## src/rtl/viterbi_pkg.sv

```systemverilog
// -----------------------------------------------------------------------------
// viterbi_pkg
// Shared definitions for the Viterbi decoder branch-metric path.
//   - default soft-bit and branch-metric widths
//   - sign-magnitude <-> two's-complement conversion helpers
//   - magnitude clamp helper
// Helpers work on a fixed 32-bit container so that callers of any width can
// share them; callers size-cast the results back to their own widths.
// -----------------------------------------------------------------------------
package viterbi_pkg;

    localparam int unsigned SOFT_W = 8;   // soft-bit width incl. sign
    localparam int unsigned BM_W   = 10;  // branch-metric width incl. sign
    localparam int unsigned MAX_W  = 32;  // container width for the helpers

    typedef logic signed [MAX_W-1:0] tc_t;
    typedef logic        [MAX_W-1:0] word_t;

    // Sign-magnitude value split into sign and unsigned magnitude.
    typedef struct packed {
        logic  neg;
        word_t mag;
    } sm_t;

    // Sign-magnitude (sign at bit w-1) to two's complement. -0 maps to 0.
    function automatic tc_t sm_to_tc(word_t sm, int unsigned w);
        word_t mag;
        logic  neg;
        mag = sm & ((word_t'(1) << (w - 1)) - word_t'(1));
        neg = ((sm >> (w - 1)) & word_t'(1)) != '0;
        return neg ? -tc_t'(mag) : tc_t'(mag);
    endfunction

    // Two's complement to sign/magnitude; a zero result always has sign 0.
    function automatic sm_t tc_to_sm(tc_t v);
        sm_t r;
        r.neg = v[MAX_W-1];
        r.mag = r.neg ? word_t'(-v) : word_t'(v);
        if (r.mag == '0) begin
            r.neg = 1'b0;
        end
        return r;
    endfunction

    // Clamp a magnitude to lim.
    function automatic word_t clamp(word_t mag, word_t lim);
        return (mag > lim) ? lim : mag;
    endfunction

endpackage

```

## src/rtl/viterbi_bm_pipe_if.sv

```systemverilog
// -----------------------------------------------------------------------------
// viterbi_bm_pipe_if
// Handshake and data bundle of the branch-metric pipeline.
//   in_valid/in_ready   : symbol pair transfer (r1_in, r2_in, sign-magnitude)
//   out_valid/out_ready : metric transfer (d1_out..d4_out, sat_out)
// Modports:
//   slave  : the branch-metric unit itself
//   master : the surrounding logic (demapper side + ACS side)
// -----------------------------------------------------------------------------
interface viterbi_bm_pipe_if
    import viterbi_pkg::*;
#(
    parameter int unsigned IW = SOFT_W,
    parameter int unsigned OW = BM_W
);

    logic          in_valid;
    logic          in_ready;
    logic [IW-1:0] r1_in;
    logic [IW-1:0] r2_in;
    logic          out_valid;
    logic          out_ready;
    logic [OW-1:0] d1_out;
    logic [OW-1:0] d2_out;
    logic [OW-1:0] d3_out;
    logic [OW-1:0] d4_out;
    logic          sat_out;

    modport slave (
        input  in_valid, r1_in, r2_in, out_ready,
        output in_ready, out_valid, d1_out, d2_out, d3_out, d4_out, sat_out
    );

    modport master (
        output in_valid, r1_in, r2_in, out_ready,
        input  in_ready, out_valid, d1_out, d2_out, d3_out, d4_out, sat_out
    );

endinterface

```

## src/rtl/bm_sm_pack.sv

```systemverilog
// -----------------------------------------------------------------------------
// bm_sm_pack
// Converts one two's-complement branch metric to saturated sign-magnitude.
//   metric_i : two's-complement metric, IW bits
//   sm_o     : sign-magnitude result, OW bits (sign at MSB), zero is always +0
//   clip_o   : magnitude exceeded 2^(OW-1)-1 and was clamped (sign kept)
// Purely combinational; the caller registers the result.
// -----------------------------------------------------------------------------
module bm_sm_pack
    import viterbi_pkg::*;
#(
    parameter int unsigned IW = 11,
    parameter int unsigned OW = 10
) (
    input  logic signed [IW-1:0] metric_i,
    output logic        [OW-1:0] sm_o,
    output logic                 clip_o
);

    localparam word_t MaxMag = (word_t'(1) << (OW - 1)) - word_t'(1);

    sm_t full;

    always_comb begin
        full   = tc_to_sm(tc_t'(metric_i));
        clip_o = full.mag > MaxMag;
        // A clamped magnitude is never zero, so canonical +0 survives the clamp.
        sm_o   = {full.neg, (OW - 1)'(clamp(full.mag, MaxMag))};
    end

endmodule

```

## src/rtl/viterbi_bm_pipe.sv

```systemverilog
// -----------------------------------------------------------------------------
// viterbi_bm_pipe
// Two-stage elastic branch-metric unit for the rate-1/2 soft-decision Viterbi
// decoder. Accepts one sign-magnitude symbol pair per transfer and produces the
// four correlation metrics d1 = -(sR1+sR2), d2 = sR1+sR2, d3 = sR1-sR2,
// d4 = sR2-sR1 in saturated sign-magnitude.
// Ports:
//   clk : rising-edge clock
//   rst : synchronous active-high reset
//   bus : viterbi_bm_pipe_if slave (input pair handshake, metric handshake)
// Stage A: sign-magnitude -> scaled two's complement (registered).
// Stage B: sum/difference, negation, sign-magnitude packing (registered = outputs).
// -----------------------------------------------------------------------------
module viterbi_bm_pipe
    import viterbi_pkg::*;
#(
    parameter int unsigned IW    = SOFT_W,
    parameter int unsigned OW    = IW + 2,
    parameter int unsigned SHIFT = 1
) (
    input logic              clk,
    input logic              rst,
    viterbi_bm_pipe_if.slave bus
);

    localparam int unsigned AW = IW + SHIFT + 1;  // stage A width
    localparam int unsigned BW = AW + 1;          // stage B width, one bit of growth

    // Stage valids
    logic va_q, va_d;
    logic vb_q, vb_d;
    logic ld_a, ld_b;

    // Stage A data
    logic signed [AW-1:0] sa1_q, sa2_q;
    logic signed [AW-1:0] sa1_d, sa2_d;

    // Stage B datapath
    logic signed [BW-1:0] s_sum, t_diff;
    logic signed [BW-1:0] metric [4];
    logic        [OW-1:0] d_d    [4];
    logic        [OW-1:0] d_q    [4];
    logic        [3:0]    clip;
    logic                 sat_q;

    // A stage loads when it is empty or its contents move on this cycle.
    // ld_a equals !va || !vb || out_ready and never looks at in_valid.
    always_comb begin
        ld_b = !vb_q || bus.out_ready;
        ld_a = !va_q || ld_b;
    end

    always_comb begin
        va_d = va_q;
        vb_d = vb_q;
        if (ld_a) begin
            va_d = bus.in_valid;
        end
        if (ld_b) begin
            vb_d = va_q;
        end
    end

    // Stage A conversion: -0 collapses to 0 inside sm_to_tc.
    always_comb begin
        sa1_d = AW'(sm_to_tc(word_t'(bus.r1_in), IW) <<< SHIFT);
        sa2_d = AW'(sm_to_tc(word_t'(bus.r2_in), IW) <<< SHIFT);
    end

    // Stage B arithmetic on sign-extended operands.
    always_comb begin
        s_sum     = BW'(sa1_q) + BW'(sa2_q);
        t_diff    = BW'(sa1_q) - BW'(sa2_q);
        metric[0] = -s_sum;
        metric[1] = s_sum;
        metric[2] = t_diff;
        metric[3] = -t_diff;
    end

    for (genvar g = 0; g < 4; g++) begin : g_pack
        bm_sm_pack #(
            .IW (BW),
            .OW (OW)
        ) u_pack (
            .metric_i (metric[g]),
            .sm_o     (d_d[g]),
            .clip_o   (clip[g])
        );
    end

    always_ff @(posedge clk) begin
        if (rst) begin
            va_q  <= 1'b0;
            vb_q  <= 1'b0;
            sa1_q <= '0;
            sa2_q <= '0;
            sat_q <= 1'b0;
            for (int i = 0; i < 4; i++) begin
                d_q[i] <= '0;
            end
        end else begin
            va_q <= va_d;
            vb_q <= vb_d;
            if (ld_a && bus.in_valid) begin
                sa1_q <= sa1_d;
                sa2_q <= sa2_d;
            end
            // Outputs only change when a new beat enters stage B, so they
            // stay stable through a stall.
            if (ld_b && va_q) begin
                sat_q <= |clip;
                for (int i = 0; i < 4; i++) begin
                    d_q[i] <= d_d[i];
                end
            end
        end
    end

    assign bus.in_ready  = ld_a;
    assign bus.out_valid = vb_q;
    assign bus.d1_out    = d_q[0];
    assign bus.d2_out    = d_q[1];
    assign bus.d3_out    = d_q[2];
    assign bus.d4_out    = d_q[3];
    assign bus.sat_out   = sat_q;

endmodule

```

## src/flat_wrapper.sv

```systemverilog
// flat-port wrapper written by rule: the top's interface ports become plain ports
module viterbi_bm_pipe_flat import viterbi_pkg::*;
#(
    parameter int unsigned IW    = SOFT_W,
    parameter int unsigned OW    = IW + 2,
    parameter int unsigned SHIFT = 1
)
  (clk, rst, bus_in_valid, bus_r1_in, bus_r2_in, bus_out_ready, bus_in_ready, bus_out_valid, bus_d1_out, bus_d2_out, bus_d3_out, bus_d4_out, bus_sat_out);
  viterbi_bm_pipe_if #(.IW(IW), .OW(OW)) bus_i ();
  input logic clk;
  input logic rst;
  input wire logic [$bits(bus_i.in_valid)-1:0] bus_in_valid;
  input wire logic [$bits(bus_i.r1_in)-1:0] bus_r1_in;
  input wire logic [$bits(bus_i.r2_in)-1:0] bus_r2_in;
  input wire logic [$bits(bus_i.out_ready)-1:0] bus_out_ready;
  output wire logic [$bits(bus_i.in_ready)-1:0] bus_in_ready;
  output wire logic [$bits(bus_i.out_valid)-1:0] bus_out_valid;
  output wire logic [$bits(bus_i.d1_out)-1:0] bus_d1_out;
  output wire logic [$bits(bus_i.d2_out)-1:0] bus_d2_out;
  output wire logic [$bits(bus_i.d3_out)-1:0] bus_d3_out;
  output wire logic [$bits(bus_i.d4_out)-1:0] bus_d4_out;
  output wire logic [$bits(bus_i.sat_out)-1:0] bus_sat_out;
  assign bus_i.in_valid = bus_in_valid;
  assign bus_i.r1_in = bus_r1_in;
  assign bus_i.r2_in = bus_r2_in;
  assign bus_i.out_ready = bus_out_ready;
  assign bus_in_ready = bus_i.in_ready;
  assign bus_out_valid = bus_i.out_valid;
  assign bus_d1_out = bus_i.d1_out;
  assign bus_d2_out = bus_i.d2_out;
  assign bus_d3_out = bus_i.d3_out;
  assign bus_d4_out = bus_i.d4_out;
  assign bus_sat_out = bus_i.sat_out;
  viterbi_bm_pipe #(.IW(IW), .OW(OW), .SHIFT(SHIFT)) u_core (.clk(clk), .rst(rst), .bus(bus_i));
endmodule
```

## config.mk

```make
export PLATFORM = sky130hd
export DESIGN_NAME = viterbi_bm_pipe_flat
export DESIGN_NICKNAME = d
export VERILOG_FILES = /design/src/rtl/viterbi_pkg.sv /design/src/rtl/viterbi_bm_pipe_if.sv /design/src/rtl/bm_sm_pack.sv /design/src/rtl/viterbi_bm_pipe.sv /design/src/flat_wrapper.sv
export SDC_FILE = /design/constraint.sdc
export NUM_CORES = 1
export LEC_CHECK = 0
export ABC_AREA = 1
export BUFFER_PORTS_ARGS = -buffer_cell sky130_fd_sc_hd__buf_4
export CAP_MARGIN = 30
export CORE_MARGIN = 4
export CORE_UTILIZATION = 55
export DETAILED_ROUTE_END_ITERATION = 12
export GPL_TIMING_DRIVEN = 0
export PLACE_DENSITY = 0.85
export SETUP_SLACK_MARGIN = 0.02
export SYNTH_ARGS = -nofsm -noshare
export SYNTH_HDL_FRONTEND = slang
export SYNTH_SLANG_ARGS = --single-unit
```

## constraint.sdc

```tcl
create_clock -name clk -period 9.42 [get_ports clk]
set_input_delay 0.942 -clock clk [delete_from_list [all_inputs] [get_ports clk]]
set_output_delay 0.942 -clock clk [all_outputs]
set_load 0.02 [all_outputs]
```

==> impl_results.html <==
<table>
<tr><th>Metric</th><th>Value</th></tr>
<tr><th colspan="2">STA</th></tr>
<tr><td>Summed negative setup slack over all endpoints</td><td>0 ns</td></tr>
<tr><td>Setup repair after global routing missed its margin</td><td>false</td></tr>
<tr><td>Largest clock skew in the final design</td><td>0.00925 ns</td></tr>
<tr><td>Min Clock Period, post-route</td><td>3.60 ns</td></tr>
<tr><td>Hold WS</td><td>0.507 ns</td></tr>
<tr><td>Final worst-path cycle share</td><td>38.2%</td></tr>
<tr><td>Count of final max-slew check failures</td><td>0</td></tr>
<tr><td>Final hold vios</td><td>0</td></tr>
<tr><td>Worst slew slack as a fraction of its limit</td><td>40.5%</td></tr>
<tr><td>Peak Freq</td><td>0.278 GHz</td></tr>
<tr><td>Actual transition at the worst max-transition pin</td><td>0.889 ns</td></tr>
<tr><td>Final Setup Violations</td><td>0</td></tr>
<tr><th colspan="2">Critical path</th></tr>
<tr><td>Most common cell on crit path</td><td>nand2_1</td></tr>
<tr><td>Worst R2R End</td><td>u_core.d_q[0][9]</td></tr>
<tr><td>Start point of the critical path</td><td>u_core.sa2_q[1]</td></tr>
<tr><td>Total buffers and inverters traversed by the critical path</td><td>3</td></tr>
<tr><td>Classification of the worst setup path</td><td>flip-flop to flip-flop</td></tr>
<tr><td>Required time reported for the critical path endpoint</td><td>between 9 and 10 ns</td></tr>
<tr><td>Startpoint of the most critical register-to-register path</td><td>u_core.sa2_q[1]</td></tr>
<tr><td>R2R depth</td><td>19</td></tr>
<tr><td>Capturing element type of the critical path</td><td>flip-flop</td></tr>
<tr><td>Library cell contributing the largest single delay on the critical path</td><td>fa_1</td></tr>
<tr><td>Cell family with most CP delay</td><td>simple AND/OR/NAND/NOR gates</td></tr>
<tr><td>Worst-path cell chain</td><td>ha_1 -&gt; inv_1 -&gt; fa_1 -&gt; nand2_1 -&gt; nor2_2 -&gt; nand3_2 -&gt; nor2_2 -&gt; nand4_1 -&gt; nor2_1 -&gt; ha_1 -&gt; buf_6 -&gt; inv_1 -&gt; nand2_1 -&gt; o21ai_0 -&gt; nand2_1 -&gt; nor3_1 -&gt; nand3_1 -&gt; nor2_1 -&gt; a21oi_2</td></tr>
<tr><td>Internal reg-to-reg setup slack</td><td>approximately 5.8 ns</td></tr>
<tr><td>Arrival time reported for the critical path endpoint</td><td>3.69 ns</td></tr>
<tr><td>Startpoint type of the worst setup path</td><td>flip-flop</td></tr>
<tr><td>Delay of the slowest cell on the worst path</td><td>0.58 ns</td></tr>
<tr><td>Highest net fanout along the worst path</td><td>10</td></tr>
<tr><th colspan="2">Clock network</th></tr>
<tr><td>Clock latency at the later pin of the worst-skew pair</td><td>between 0.3 and 0.4 ns</td></tr>
<tr><td>Clock-pin slew reported for the worst setup and hold paths after clock tree synthesis</td><td>approximately 0.07 ns</td></tr>
<tr><td>Hold Buf Count CTS</td><td>0</td></tr>
<tr><td>CTS buffer count</td><td>9</td></tr>
<tr><td>CTS tree</td><td>built</td></tr>
<tr><td>CTS Buffer Depth</td><td>2</td></tr>
<tr><td>H-tree depth</td><td>3</td></tr>
<tr><td>Post-CTS Setup Inserts</td><td>0</td></tr>
<tr><td>Sink count of the clock tree</td><td>61</td></tr>
<tr><td>Post_cts resized</td><td>0</td></tr>
<tr><td>Root buf cell</td><td>clkbuf_8</td></tr>
<tr><th colspan="2">Logic synthesis</th></tr>
<tr><td>Post-synthesis register bit count</td><td>between 60 and 70</td></tr>
<tr><td>Cells after synthesis</td><td>653</td></tr>
<tr><td>Top cells by area in the synthesized netlist</td><td>edfxtp_1 (26%), nand2_1 (17%), dfxtp_1 (9.1%)</td></tr>
<tr><td>Synth Cell Area</td><td>0.00461 mm2</td></tr>
<tr><td>Dominant cell type by area after synthesis</td><td>edfxtp_1</td></tr>
<tr><td>Mapped Avg Cell Area</td><td>7.05 um2</td></tr>
<tr><td>Synthesized Nets</td><td>702</td></tr>
<tr><td>Number of warnings printed during yosys synthesis</td><td>0</td></tr>
<tr><td>Top cell type's share of synthesized area</td><td>26.1%</td></tr>
<tr><td>Register area share after synthesis</td><td>35.2%</td></tr>
<tr><td>Post-synthesis cell type count</td><td>38</td></tr>
<tr><th colspan="2">Global route</th></tr>
<tr><td>Initial antenna violation count</td><td>0</td></tr>
<tr><td>Met3 Use GR</td><td>about 3.0%</td></tr>
<tr><td>Met2 Resource Use GR</td><td>37.2%</td></tr>
<tr><td>Met1 usage in global routing</td><td>26.2%</td></tr>
<tr><td>Routing layer with the top usage in global route</td><td>met2</td></tr>
<tr><td>GR Util All Layers</td><td>around a fifth</td></tr>
<tr><td>Maximum number of pins on one net before global-route repair</td><td>42</td></tr>
<tr><td>Via count of the first global-routing pass</td><td>4126</td></tr>
<tr><td>Total grt overflow</td><td>0</td></tr>
<tr><td>First-pass GRT wire length</td><td>17.4 mm</td></tr>
<tr><th colspan="2">Power</th></tr>
<tr><td>Part of the power in registers</td><td>33.6%</td></tr>
<tr><td>Switching power total</td><td>0.000397 W</td></tr>
<tr><td>Static leakage power</td><td>roughly 2.8 nW</td></tr>
<tr><td>Share of total power consumed by net switching</td><td>40.6%</td></tr>
<tr><td>Part of the power in the clock network</td><td>a little under a quarter</td></tr>
<tr><td>Pwr dens</td><td>around 180 mW/mm2</td></tr>
<tr><td>Worst supply voltage drop on vdd</td><td>90.9 uV</td></tr>
<tr><td>Combinational fraction of design power</td><td>43.3%</td></tr>
<tr><td>Internal Pwr Total</td><td>0.000581 W</td></tr>
<tr><th colspan="2">Floorplanning</th></tr>
<tr><td>Starting utilization of the core area</td><td>56.3%</td></tr>
<tr><td>Site Rows</td><td>33</td></tr>
<tr><td>I/O Pins</td><td>63</td></tr>
<tr><td>Die height</td><td>99.5 um</td></tr>
<tr><td>Width of the die</td><td>about 100 um</td></tr>
<tr><td>Core region area</td><td>0.00818 mm2</td></tr>
<tr><td>Die Footprint</td><td>0.00990 mm2</td></tr>
<tr><th colspan="2">Route</th></tr>
<tr><td>DRC violations left</td><td>0</td></tr>
<tr><td>Iteration count of the initial detailed-routing pass</td><td>5</td></tr>
<tr><td>Routed vias</td><td>4396</td></tr>
<tr><td>Number of nets with antenna violations after detailed routing</td><td>0</td></tr>
<tr><td>Starting DRC count in detailed routing</td><td>~230</td></tr>
<tr><td>Final WL</td><td>around 10 mm</td></tr>
<tr><td>Vias per Instance</td><td>5.26</td></tr>
<tr><td>Wire length per cell</td><td>~12 um</td></tr>
<tr><th colspan="2">Min path</th></tr>
<tr><td>End point of the most critical hold path</td><td>u_core.sa2_q[8]</td></tr>
<tr><td>Number of cells on the worst hold path</td><td>2</td></tr>
<tr><td>Path class of the lowest-slack min-delay path</td><td>flip-flop to flip-flop</td></tr>
<tr><td>Hold path startpoint</td><td>u_core.sa2_q[8]</td></tr>
<tr><th colspan="2">Final layout</th></tr>
<tr><td>Post-Layout Cell Count</td><td>~840</td></tr>
<tr><td>Signed area change from the synthesized netlist to the final layout</td><td>17.0%</td></tr>
<tr><td>Nets</td><td>774</td></tr>
<tr><td>Area of all sequential standard cells</td><td>between 0.0015 and 0.002 mm2</td></tr>
<tr><td>Share of final-layout standard cells stronger than drive strength 1</td><td>16.7%</td></tr>
<tr><td>Combined area of the multi-input logic cells</td><td>0.00255 mm2</td></tr>
<tr><td>Final core utilization</td><td>65.9%</td></tr>
<tr><td>Fillers</td><td>708</td></tr>
<tr><td>Ant. Diodes</td><td>0</td></tr>
<tr><th colspan="2">Flow run</th></tr>
<tr><td>Maxcap violations</td><td>0</td></tr>
<tr><th colspan="2">Placed design</th></tr>
<tr><td>Routability cong.</td><td>0.896</td></tr>
<tr><td>Placed instance count</td><td>819</td></tr>
<tr><td>Number of port buffers</td><td>61</td></tr>
<tr><td>Post-detailed-placement half-perimeter wirelength</td><td>8.24 mm</td></tr>
<tr><th colspan="2">Outcome</th></tr>
<tr><td>Result of the run</td><td>finished clean</td></tr>
</table>
## cells in the final DEF, fill, tap and decap left out, types with 3 or more instances in the layout
| master | count |
|---|---|
| nand2_1 | 204 |
| inv_1 | 81 |
| buf_4 | 63 |
| nor2_1 | 58 |
| nand3_1 | 53 |
| o21ai_0 | 46 |
| edfxtp_1 | 40 |
| ha_1 | 27 |
| dfxtp_1 | 21 |
| a21oi_1 | 20 |
| nand2_2 | 18 |
| xor2_1 | 16 |
| clkbuf_8 | 12 |
| nor3_1 | 7 |
| nor2_2 | 6 |
| clkbuf_1 | 6 |
| inv_2 | 5 |
| nand4_1 | 5 |
| o21bai_1 | 3 |
| a21oi_2 | 3 |
| o221ai_1 | 3 |
| clkinvlp_4 | 3 |
## state kept, by name (all words and copies together), names as in the netlist
signal / count
u_core.sa1_q: 9
u_core.sa2_q: 9
u_core.bus.out_valid: 1
u_core.va_q: 1
u_core.d_q: 40
u_core.bus.sat_out: 1
## per-stage QoR
step           setup WS (ns)  instance area, um2  total power [W]
5_1_grt                 5.59                5390          0.00105
4_1_cts                 5.85                5390         0.000976
6_report                5.82                5390         0.000979
3_5_place_dp            5.87                5200         0.000753
3_3_place_gp            5.98                5190         0.000738
2_1_floorplan           6.32                4610         0.000647
## worst max-delay path by stage
stage / to / cells past startpoint
floorplan: u_core.d_q[0][9] / 19
global placement: u_core.d_q[0][9] / 19
detailed placement: u_core.d_q[0][9] / 19
CTS: u_core.d_q[0][9] / 19
global route: u_core.d_q[0][9] / 19
finish: u_core.d_q[0][9] / 19
## area by class of cell
| type | instances | area share (%) |
|---|---|---|
| Buffer | 15 | 2.07 |
| Clock buffer | 9 | 2.30 |
| Timing Repair Buffer | 61 | 8.50 |
| Clock inverter | 7 | 1.23 |
| Multi-Input combinational cell | 490 | 47.3 |
| Tap cell | 105 | 2.44 |
| Inverter | 87 | 6.06 |
| Sequential cell | 61 | 30.1 |
## worst register-to-register path, delay by kind of cell (launching register included)
family	cells	cell delay, ns
and+or+nand+nor	11	1.40
adders and majority gates	3	1.07
DFF	1	0.37
buffers and inverters	3	0.34
AOI/OAI and AO/OA	2	0.17
## synthesized netlist by cell type
cell	n
fa_1	2
a21boi_0	1
a21oi_4	1
o21bai_1	3
o21ai_1	1
edfxtp_1	40
buf_6	2
o31ai_1	2
nand2_2	17
nand2_1	205
or3_1	1
nor3_1	7
a211oi_1	2
o21ai_2	1
clkbuf_8	3
a31oi_1	2
ha_1	27
nand3b_1	2
o221ai_1	3
nand3_2	1
nor2_2	6
a21oi_2	3
o21ai_0	46
nand2_4	2
a221oi_1	2
xnor2_1	1
xor2_1	16
a21oi_1	20
nand4_1	5
dfxtp_1	21
nor2_1	58
inv_2	5
buf_2	2
nand3_1	53
inv_1	81
clkbuf_1	6
buf_4	2
clkinv_1	1
## routing by layer
| metal | vias to the layer above | wire, um | part of all wire [%] |
|---|---|---|---|
| li1 | 2254 | - | - |
| met1 | 1987 | 4430 | 43 |
| met2 | 129 | 4980 | 49 |
| met3 | 26 | 527 | 5.1 |
| met4 | 0 | 296 | 2.9 |
| met5 | - | 0 | 0 |
## kinds of logic after synthesis
kind of cell	share of synthesized area (%)
AO/OA/AOI/OAI	10.9
flip-flops	35.2
AND/OR/NAND/NOR	32.9
adder cells (fa/ha/maj)	8.20
XOR/XNOR	3.23
buffers and inverters	9.51
## power groups by stage
| stage | clock network (W) | registers, W | logic, W |
|---|---|---|---|
| floorplan | 0 | 0.000361 | 0.000285 |
| global placement | 0 | 0.000334 | 0.000404 |
| detailed placement | 0 | 0.000335 | 0.000418 |
| CTS | 0.000226 | 0.000329 | 0.000420 |
| global route | 0.000237 | 0.000332 | 0.000478 |
| finish | 0.000226 | 0.000329 | 0.000424 |
Power figures use the tool's default switching activity.
